## src/rtl/reconocedor_patrones_param.sv

```systemverilog
// Serial pattern recogniser with runtime-loaded pattern, don't-care mask,
// overlap mode, one-cycle match pulse and saturating match counter.
module reconocedor_patrones_param #(
  parameter int PAT_LEN = 4,
  parameter int CNT_W   = 8
) (
  input  logic               clk,
  input  logic               rst,
  input  logic               in,
  input  logic               in_valid,
  input  logic               load,
  input  logic [PAT_LEN-1:0] pattern,
  input  logic [PAT_LEN-1:0] mask,
  input  logic               overlap,
  input  logic               clr,
  output logic               out,
  output logic               armed,
  output logic [CNT_W-1:0]   match_count,
  output logic               count_sat
);

  localparam int FW = $clog2(PAT_LEN + 1);
  localparam logic [FW-1:0] FULL = FW'(PAT_LEN);

  typedef enum logic {
    IDLE,
    SEARCH
  } state_t;

  state_t             state_q, state_d;
  logic [PAT_LEN-1:0] pat_q, pat_d;
  logic [PAT_LEN-1:0] mask_q, mask_d;
  logic               ovl_q, ovl_d;
  logic [PAT_LEN-1:0] hist_q, hist_d;
  logic [FW-1:0]      fill_q, fill_d;
  logic [CNT_W-1:0]   cnt_q, cnt_d;
  logic               out_q, out_d;

  logic               acc;
  logic               hit;
  logic [PAT_LEN-1:0] nh;
  logic [FW-1:0]      nf;

  assign acc = (state_q == SEARCH) && in_valid && !load && !clr;
  assign nh  = {hist_q[PAT_LEN-2:0], in};
  assign nf  = (fill_q == FULL) ? FULL : fill_q + FW'(1);
  assign hit = acc && (nf == FULL) && (((nh ^ pat_q) & mask_q) == '0);

  always_comb begin
    state_d = state_q;
    pat_d   = pat_q;
    mask_d  = mask_q;
    ovl_d   = ovl_q;
    hist_d  = hist_q;
    fill_d  = fill_q;
    cnt_d   = cnt_q;
    out_d   = 1'b0;

    unique case (state_q)
      IDLE:    if (load) state_d = SEARCH;
      SEARCH:  state_d = SEARCH;
      default: state_d = IDLE;
    endcase

    if (acc) begin
      hist_d = nh;
      fill_d = nf;
      if (hit) begin
        out_d = 1'b1;
        if (!(&cnt_q)) cnt_d = cnt_q + CNT_W'(1);
        // non-overlap: the matched window must be refilled from scratch
        if (!ovl_q) fill_d = '0;
      end
    end

    if (load) begin
      pat_d  = pattern;
      mask_d = mask;
      ovl_d  = overlap;
      hist_d = '0;
      fill_d = '0;
    end

    if (clr) begin
      hist_d = '0;
      fill_d = '0;
      cnt_d  = '0;
    end
  end

  always_ff @(posedge clk or posedge rst) begin
    if (rst) begin
      state_q <= IDLE;
      pat_q   <= '0;
      mask_q  <= '0;
      ovl_q   <= 1'b0;
      hist_q  <= '0;
      fill_q  <= '0;
      cnt_q   <= '0;
      out_q   <= 1'b0;
    end else begin
      state_q <= state_d;
      pat_q   <= pat_d;
      mask_q  <= mask_d;
      ovl_q   <= ovl_d;
      hist_q  <= hist_d;
      fill_q  <= fill_d;
      cnt_q   <= cnt_d;
      out_q   <= out_d;
    end
  end

  assign out         = out_q;
  assign armed       = (state_q == SEARCH);
  assign match_count = cnt_q;
  assign count_sat   = &cnt_q;

endmodule
```

## config.mk

```make
export PLATFORM = sky130hd
export DESIGN_NAME = reconocedor_patrones_param
export DESIGN_NICKNAME = d
export VERILOG_FILES = /design/src/rtl/reconocedor_patrones_param.sv
export SDC_FILE = /design/constraint.sdc
export NUM_CORES = 1
export LEC_CHECK = 0
export CAP_MARGIN = 20
export CORE_AREA = 2 2 55 83
export CTS_CLUSTER_SIZE = 16
export DETAILED_ROUTE_END_ITERATION = 8
export DIE_AREA = 0 0 57 85
export DONT_BUFFER_PORTS = 1
export GPL_ROUTABILITY_DRIVEN = 1
export SLEW_MARGIN = 5
export SYNTH_ARGS = -nofsm -noshare
export SYNTH_HDL_FRONTEND = slang
export SYNTH_SLANG_ARGS = --single-unit
```

## constraint.sdc

```tcl
create_clock -name clk -period 2.3 [get_ports clk]
set_clock_uncertainty 0.15 [all_clocks]
set_input_delay 0.46 -clock clk [delete_from_list [all_inputs] [get_ports clk]]
set_output_delay 0.46 -clock clk [all_outputs]
set_load 0.01 [all_outputs]
```

After elaboration in Yosys (flattened, before gate mapping) --
Index checks and enable logic that the tools add are counted.
Word-level totals: word-level logic and storage cells 46, output and inout port bits 11, bits of input ports 15, bits in registers 25
Operators by class: equality and inequality tests 3, reduce and logical (&&, ||, !) cells 13, add/sub/neg operators 2, bitwise operators 3, mux-type cells 17
Operators by type and width (count):
- 2-to-1 mux 8 bit | 4
- 2-to-1 mux 3 bit | 9
- adder 8 x 1 -> 8 bit (second input constant) | 1
- AND reduction 8 bit | 1
- equality test 3 bit (second input constant) | 2
- logical AND 1 bit | 5
- AND 4 bit | 1
- zero test 4 bit | 1
- nonzero test 2 bit | 2
- bitwise XOR 4 bit | 1
- adder 3 x 1 -> 3 bit (second input constant) | 1
- 2-to-1 mux 1 bit | 3
- AND reduction 3 bit | 1
- nonzero test 3 bit | 1
- zero test 1 bit | 2
- != test 2 bit (second input constant) | 1
- case mux 1 bit (2 select lines) | 1
- inverter 1 bit | 1

Longest topological paths before layout --
Gate-level depths: netlist of run 1.
depth in word-level cells 9, mapped depth 8, gate-level depth less buffers 7

Worst setup path before layout of run 1 --
No wires, ideal clock.
path kind input to register, from input clr, to register cnt_q[3] (netlist: match_count[3]), data required time 2073 ps, arrival time 1865 ps, setup time 77 ps, path slack 207 ps, stages 7, path buffers 2, cells stage by stage buf_6 > and4bb_4 > o211a_4 > nand4_2 > buf_6 > or3_1 > a21oi_1
On the way: word-level cells in the longest chain between the ends 6, elaborated cells between the ends (all ways) 9, classes of those cells 1 x eq/ne; 1 x mux; 7 x reduce/logical
Ends and longest elaborated chain:
- from (decl) | RTL line 15 | input logic clr,
- zero test 1 bit | RTL line 44 | assign acc = (state_q == SEARCH) && in_valid && !load && !clr;
- logical AND 1 bit | RTL line 44
- logical AND 1 bit (2 in a row) | RTL line 47 | assign hit = acc && (nf == FULL) && (((nh ^ pat_q) & mask_q) == '0);
- nonzero test 2 bit (no source line)
- AND reduction 3 bit (no source line)
- to (signal assigned) | RTL line 108 | cnt_q <= cnt_d;
- to (decl) | RTL line 36 | logic [CNT_W-1:0] cnt_q, cnt_d;
Parallel ways exist; a longest one is shown, timed or not. A chain may end at the register's enable or synchronous reset.

Final worst setup path of run 1 --
from register fill_q[0], to register cnt_q[5] (netlist: match_count[5])
On the way: word-level cells in the longest chain between the ends 7, elaborated cells between the ends (all ways) 8, classes of those cells 1 x add/sub; 2 x eq/ne; 1 x mux; 4 x reduce/logical
Ends and longest elaborated chain:
- from (decl) | RTL line 35 | logic [FW-1:0] fill_q, fill_d;
- from (signal assigned) | RTL line 107 | fill_q <= fill_d;
- adder 3 x 1 -> 3 bit or equality test 3 bit (tied branches) | RTL line 46 | assign nf = (fill_q == FULL) ? FULL : fill_q + FW'(1);
- 2-to-1 mux 3 bit (*) | RTL line 46
- equality test 3 bit (*) | RTL line 47
- logical AND 1 bit (*) (2 in a row) | RTL line 47
- nonzero test 2 bit (no source line) (*)
- AND reduction 3 bit (no source line) (*)
Every way passes the cells marked *; elsewhere a longest branch is shown, timed or not.

==> flow_metrics.tcl, run 1 <==
set metrics [dict create \
    r2r_slack_ns 0.17 \
    grt_max_degree 26 \
    cts_tree "built" \
    gp_congestion 0.765 \
    dp_cells 147 \
    cp_max_fo 8 \
    routed_wl_um 2320 \
    layout.cells.non_filler 153 \
    final_core_util 0.321 \
    final_max_slew_viol_count 0 \
    cp_cell_sequence "inv_1 -> ha_1 -> a211oi_2 -> nand4_2 -> or4_1 -> a21oi_1" \
    relSlewSlack 0.552 \
    grt_pass1_vias 873 \
    fp.dieH_um 85 \
    yosysMostFrequentCell "dfrtp_1" \
    ys_warn_count 0 \
    fin_area_um2 1330 \
    netlist_instances 99 \
    routedWlPerCell_um 15.1 \
    synthTopCellsByCount "dfrtp_1 (25), mux2_2 (9), a21oi_1 (7)" \
    startpoint "fill_q[0]" \
    syn_nets 117 \
    root_buffer "clkbuf_8" \
    ios 26 \
    drt_iter0_markers 19 \
    cp_slowest_stage_delay_ns 0.51 \
    cap_violations 0 \
    post_drt_via_cell_ratio 5.48 \
    setup_viol 0 \
    hold_ws_ns 0.0950 \
    synth_largest_area_cell "dfrtp_1" \
    outcome "completed" \
    period_share 0.927 \
    nets 126 \
    drive_gt1_frac 0.271 \
    ant_nets 0 \
    hold_class "in2reg" \
    fin_tns_setup_ns 0 \
    track_usage 0.104 \
    vias 839 \
    crit_path_start_kind "flop" \
    rows 29 \
    dieArea_um2 4850 \
    antenna_cells 0 \
    worst-path-buf-inv 1 \
    r2r-start "fill_q[0]" \
    die_x_um 57 \
    cp_slowest_cell "or4_1" \
    r2r_end "match_count[5]" \
    antenna_found_initial 0 \
    core_um2 4140 \
    cts_buffers 3 \
    io_buffers 0 \
    critPathTopFamily "simple AND/OR/NAND/NOR gates" \
    leakagePower_uw 0.000575 \
    rsz0062_at_grt "false" \
    ys.flop_type "dfrtp_1" \
    clkLatencyLatePin_ns 0.27 \
    grt_pass1_wl_um 4020 \
    cts_max_path_buffers 2 \
    ys_types 27 \
    htreeDepth 1 \
    fmax_ghz 0.469 \
    critPathKind "reg2reg" \
    cp.required_ns 2.34 \
    worstSetupEndpointType "flop" \
    hold_path.startpoint "clr" \
    cts.clk_slew.worst_paths_ns 0.08 \
    yosys-top-cells-area "dfrtp_1 (53%), mux2_2 (8.5%), a22o_2 (4.2%)" \
    grt_remaining_overflow 0 \
    min_delay_worst_endpoint "match_count[2]" \
    r2r_cells 6 \
    synthesis.area_um2 1190 \
    syn_avg_cell_area_um2 12.0 \
    powerDensity_nw_per_um2 588 \
    synth_seq_cells 25 \
    placed_area_um2 1260 \
    synthArstFlopShare 1.00 \
    hold_violations 0 \
    tightestPinTransition_ns 0.668 \
    seq_area_frac_synth 0.525 \
    arrival_ns 2.18 \
    post-route-min-period_ns 2.13 \
    cts.sinks 25 \
    remaining_drc_errors 0 \
    start_util 0.288 \
    areaGrowthSynthToFinish_pct 11.4 \
    holdPathStages 1 \
    vdd_ir_drop_max_mv 0.394 \
    drt-pass1-iter-count 4 \
    synth_edf_count 0 \
    hpwl_um 1800 \
    yosysTopAreaCellShare 0.525 \
]
cell type report:
| cell class | count | area, um^2 |
|---|---|---|
| inverters | 6 | 22.5 |
| fillers | 452 | 2810 |
| clock buffers | 4 | 45.0 |
| multi-input cells | 65 | 522 |
| well taps | 46 | 57.6 |
| repair buffers | 7 | 55.1 |
| flip-flops and latches | 25 | 626 |
power breakdown:
part	total (uW)	switching [uW]	internal (uW)
Clock	255	131	124
Sequential	468	11.1	457
Combinational	58.0	25.0	33.0
metal layers:
| layer | GRT usage | share of wire | vias to the layer above |
|---|---|---|---|
| met3 | 0.0366 | 0.085 | 5 |
| met1 | 0.112 | 0.38 | 421 |
| met2 | 0.181 | 0.52 | 30 |
| met4 | 0.0444 | 0.017 | 0 |
| li1 | - | - | 383 |
| met5 | 0 | 0 | - |
per-stage QoR:
| step | power [uW] | setup WS (ns) |
|---|---|---|
| floorplan | 522 | 0.207 |
| global placement | 527 | 0.0676 |
| detailed placement | 530 | 0.00139 |
| CTS | 793 | 0.0498 |
| global route | 814 | 0.0163 |
| finish | 781 | 0.168 |
sequential cells by signal, indices dropped and copies added, names as in the netlist:
register and count:
armed 1, fill_q 3, hist_q 3, mask_q 4, match_count 8, out 1
ovl_q 1, pat_q 4
placed cells by master (no fill, tap or decap), drive strengths merged:
cell type,n
nand3,5
ha,3
o21ai,4
and4bb,1
o2111a,1
or4,3
a21oi,7
clkbuf,4
buf,6
mux2,9
o211a,1
nor2,3
nand4,2
a222oi,1
a211oi,2
o31ai,3
or2,1
or3,3
nand2,4
nand3b,1
inv,6
dlygate4sd3,1
a22o,5
dfrtp,25
xor2,5
mux2i,1
how the worst max path moves through the flow:
stage                           endpoint  slack [ns]  cells past startpoint
after floorplan           match_count[3]        0.21                      7
final                     match_count[5]        0.17                      6
after global routing      match_count[5]        0.02                      7
after detailed placement  match_count[5]       0.001                      5
after CTS                 match_count[5]        0.05                      6
after global placement    match_count[4]        0.07                      5
timing repair:
action / in CTS / in global routing
hold buffers: 1 / 0
gates resized for setup: 0 / 1
pin swaps: 1 / 0
endpoints found under the hold margin: 25 / 0
setup buffers: 1 / 0
endpoints found under the setup margin: 2 / 5
logic make-up (layout without fill, tap and decap cells):
logic type	after synthesis	in the layout	synth area share
XOR/XNOR	5	5	0.0368
multiplexers	10	10	0.0935
AO/OA/AOI/OAI	24	24	0.152
flip-flops	25	25	0.525
AND/OR/NAND/NOR	23	23	0.120
buffers and inverters	9	17	0.0410
adder cells (fa/ha/maj)	3	3	0.0315
(Power assumes the default switching activity.)
==> inputs of run 2 (changes only) <==
--- a/config.mk
+++ b/config.mk
@@ -7,6 +7,7 @@
 export LEC_CHECK = 0
 export CAP_MARGIN = 20
 export CORE_AREA = 2 2 55 83
+export CTS_CLUSTER_DIAMETER = 200
 export CTS_CLUSTER_SIZE = 16
 export DETAILED_ROUTE_END_ITERATION = 8
 export DIE_AREA = 0 0 57 85
==> constraint.sdc (replaced) <==
create_clock -name clk -period 2.3 [get_ports clk]
set_clock_uncertainty 0.15 [all_clocks]
set_input_delay 0.46 -clock clk [delete_from_list [all_inputs] [get_ports clk]]
set_output_delay 0.46 -clock clk [all_outputs]
set_load 0.02 [all_outputs]
==> run 2 against run 1 <==
  * Non-clock buffer count is 7 higher
  * Maximum frequency is 2.2% lower
  * Via count grew 2.6%
  * Sequential share of layout area decreased by 2.0 points
  * Combinational power increased by 3%
  * Critical path type unchanged
  * Largest power group unchanged
==> flow_metrics.tcl, run 2 (synthesis results as in run 1) <==
set metrics [dict create \
    outcome "completed" \
    rows 29 \
    antenna_cells 0 \
    p_int_uw 612 \
    cts_max_path_buffers 2 \
    core_um2 4140 \
    cts.clk_slew.worst_paths_ns 0.09 \
    die_x_um 57 \
    seq_power_share 0.593 \
    antenna_found_initial 0 \
    final_max_slew_viol_count 0 \
    root_buffer "clkbuf_8" \
    cap_violations 0 \
    placed_area_um2 1290 \
    ant_nets 0 \
    r2r_slack_ns 0.12 \
    hpwl_um 1880 \
    leakagePower_uw 0.000615 \
    hold_ws_ns 0.0832 \
    dp_cells 151 \
    layout.cells.non_filler 160 \
    most-common-layout-cells "dfrtp_1 (25), buf_4 (13), mux2_2 (9), a21oi_1 (6), inv_1 (6)" \
    r2r_end "match_count[3]" \
    startpoint "fill_q[0]" \
    drt-pass1-iter-count 4 \
    switchingPower_uw 176 \
    remaining_drc_errors 0 \
    final_common_cell "dfrtp_1" \
    grt_remaining_overflow 0 \
    place_ws_ns -0.0102 \
    gp_congestion 0.788 \
    drive_gt1_frac 0.333 \
    cp.required_ns 2.35 \
    fin_ws_ns 0.120 \
    drt_iter0_markers 19 \
    relSlewSlack 0.502 \
    setup_viol 0 \
    cts.sinks 25 \
    grt_max_degree 26 \
    fillers 442 \
    r2r-start "fill_q[0]" \
    tightestPinTransition_ns 0.742 \
    post-route-min-period_ns 2.18 \
    crit_path_start_kind "flop" \
    final_core_util 0.335 \
    grt_pass1_wl_um 4180 \
    nets 133 \
    start_util 0.288 \
    powerDensity_nw_per_um2 569 \
    seqCellArea_um2 626 \
    areaGrowthSynthToFinish_pct 16.3 \
    multi_input_area_um2 526 \
    ios 26 \
    hold_violations 0 \
    htreeDepth 1 \
    dieArea_um2 4850 \
    clkLatencyLatePin_ns 0.27 \
    io_buffers 0 \
    largest_reg_flops 8 \
    period_share 0.948 \
    r2r_cells 7 \
    critPathKind "reg2reg" \
    fmax_ghz 0.459 \
    vias 861 \
    cts_tree "built" \
    worstSetupEndpointType "flop" \
    fp.dieH_um 85 \
    routed_wl_um 2480 \
    grt_pass1_vias 928 \
    hold_class "in2reg" \
    p_clk_frac 0.331 \
    endpoint "match_count[3]" \
    cts_buffers 3 \
    post_drt_via_cell_ratio 5.38 \
    pwr-share-comb 0.076 \
    routedWlPerCell_um 15.5 \
    arrival_ns 2.23 \
    vdd_ir_drop_max_mv 0.547 \
    netSwitchingFraction 0.224 \
    track_usage 0.109 \
    cp_max_fo 8 \
    fin_area_um2 1390 \
]
## run 2: cell count changes in the layout (fill, tap and decap cells not counted), sizes merged
cell    delta
buf        +7
clkbuf     -1
clkinv     +1
## run 2: cell type report
cell class | instances | share of cell area
clock buffer | 3 | 0.0298
tap | 46 | 0.0416
sequential | 25 | 0.452
multi-input combinational | 65 | 0.379
clock inverter | 1 | 0.00361
inverter | 6 | 0.0163
timing repair buffer | 14 | 0.0777
## run 2: how the worst min path moves through the flow
stage / start / to / slack [ns] / depth (start not counted)
6_report: clr / match_count[4] / 0.08 / 1
5_1_grt: clr / match_count[4] / 0.07 / 1
4_1_cts: clr / match_count[3] / 0.08 / 1
3_5_place_dp: rst / pat_q[3] / 0.28 / 2
3_3_place_gp: rst / pat_q[3] / 0.27 / 2
2_1_floorplan: ovl_q / fill_q[2] / 0.32 / 2
## run 2: repair_timing
item                       in CTS  in global routing
pin swaps                       1                  2
gates resized for setup         0                  2
hold buffers                    1                  0
setup endpoints to repair       4                  6
buffers inserted                1                  3
hold endpoints to repair       25                  0
## run 2: power by group through the flow
stage	Combinational [uW]	Sequential [uW]	Clock, uW
floorplan	48.7	474	0
global placement	50.7	476	0
detailed placement	52.8	477	0
CTS	58.9	468	269
global route	67.9	471	287
finish	59.9	468	261
## run 2: per-stage QoR
stage,setup TNS [ns],power (uW)
final,0,789
after detailed placement,-0.0102,530
after global placement,0,527
after floorplan,0,522
after CTS,0,796
after global routing,-0.0582,826
## run 2: worst max-delay path, stage by stage, from the launching register on
cell and delay (ns):
dfrtp_1 0.40, inv_1 0.06, ha_1 0.32, a211oi_2 0.25
nand4_2 0.24, buf_4 0.20, or3_1 0.35, a21oi_1 0.14
## run 2: per-layer routing
layer	vias to the layer above	routed length, um	track usage
met5	-	0	0
met4	0	41	0.0444
met3	6	203	0.0396
met2	32	1320	0.192
met1	430	905	0.115
li1	393	-	-
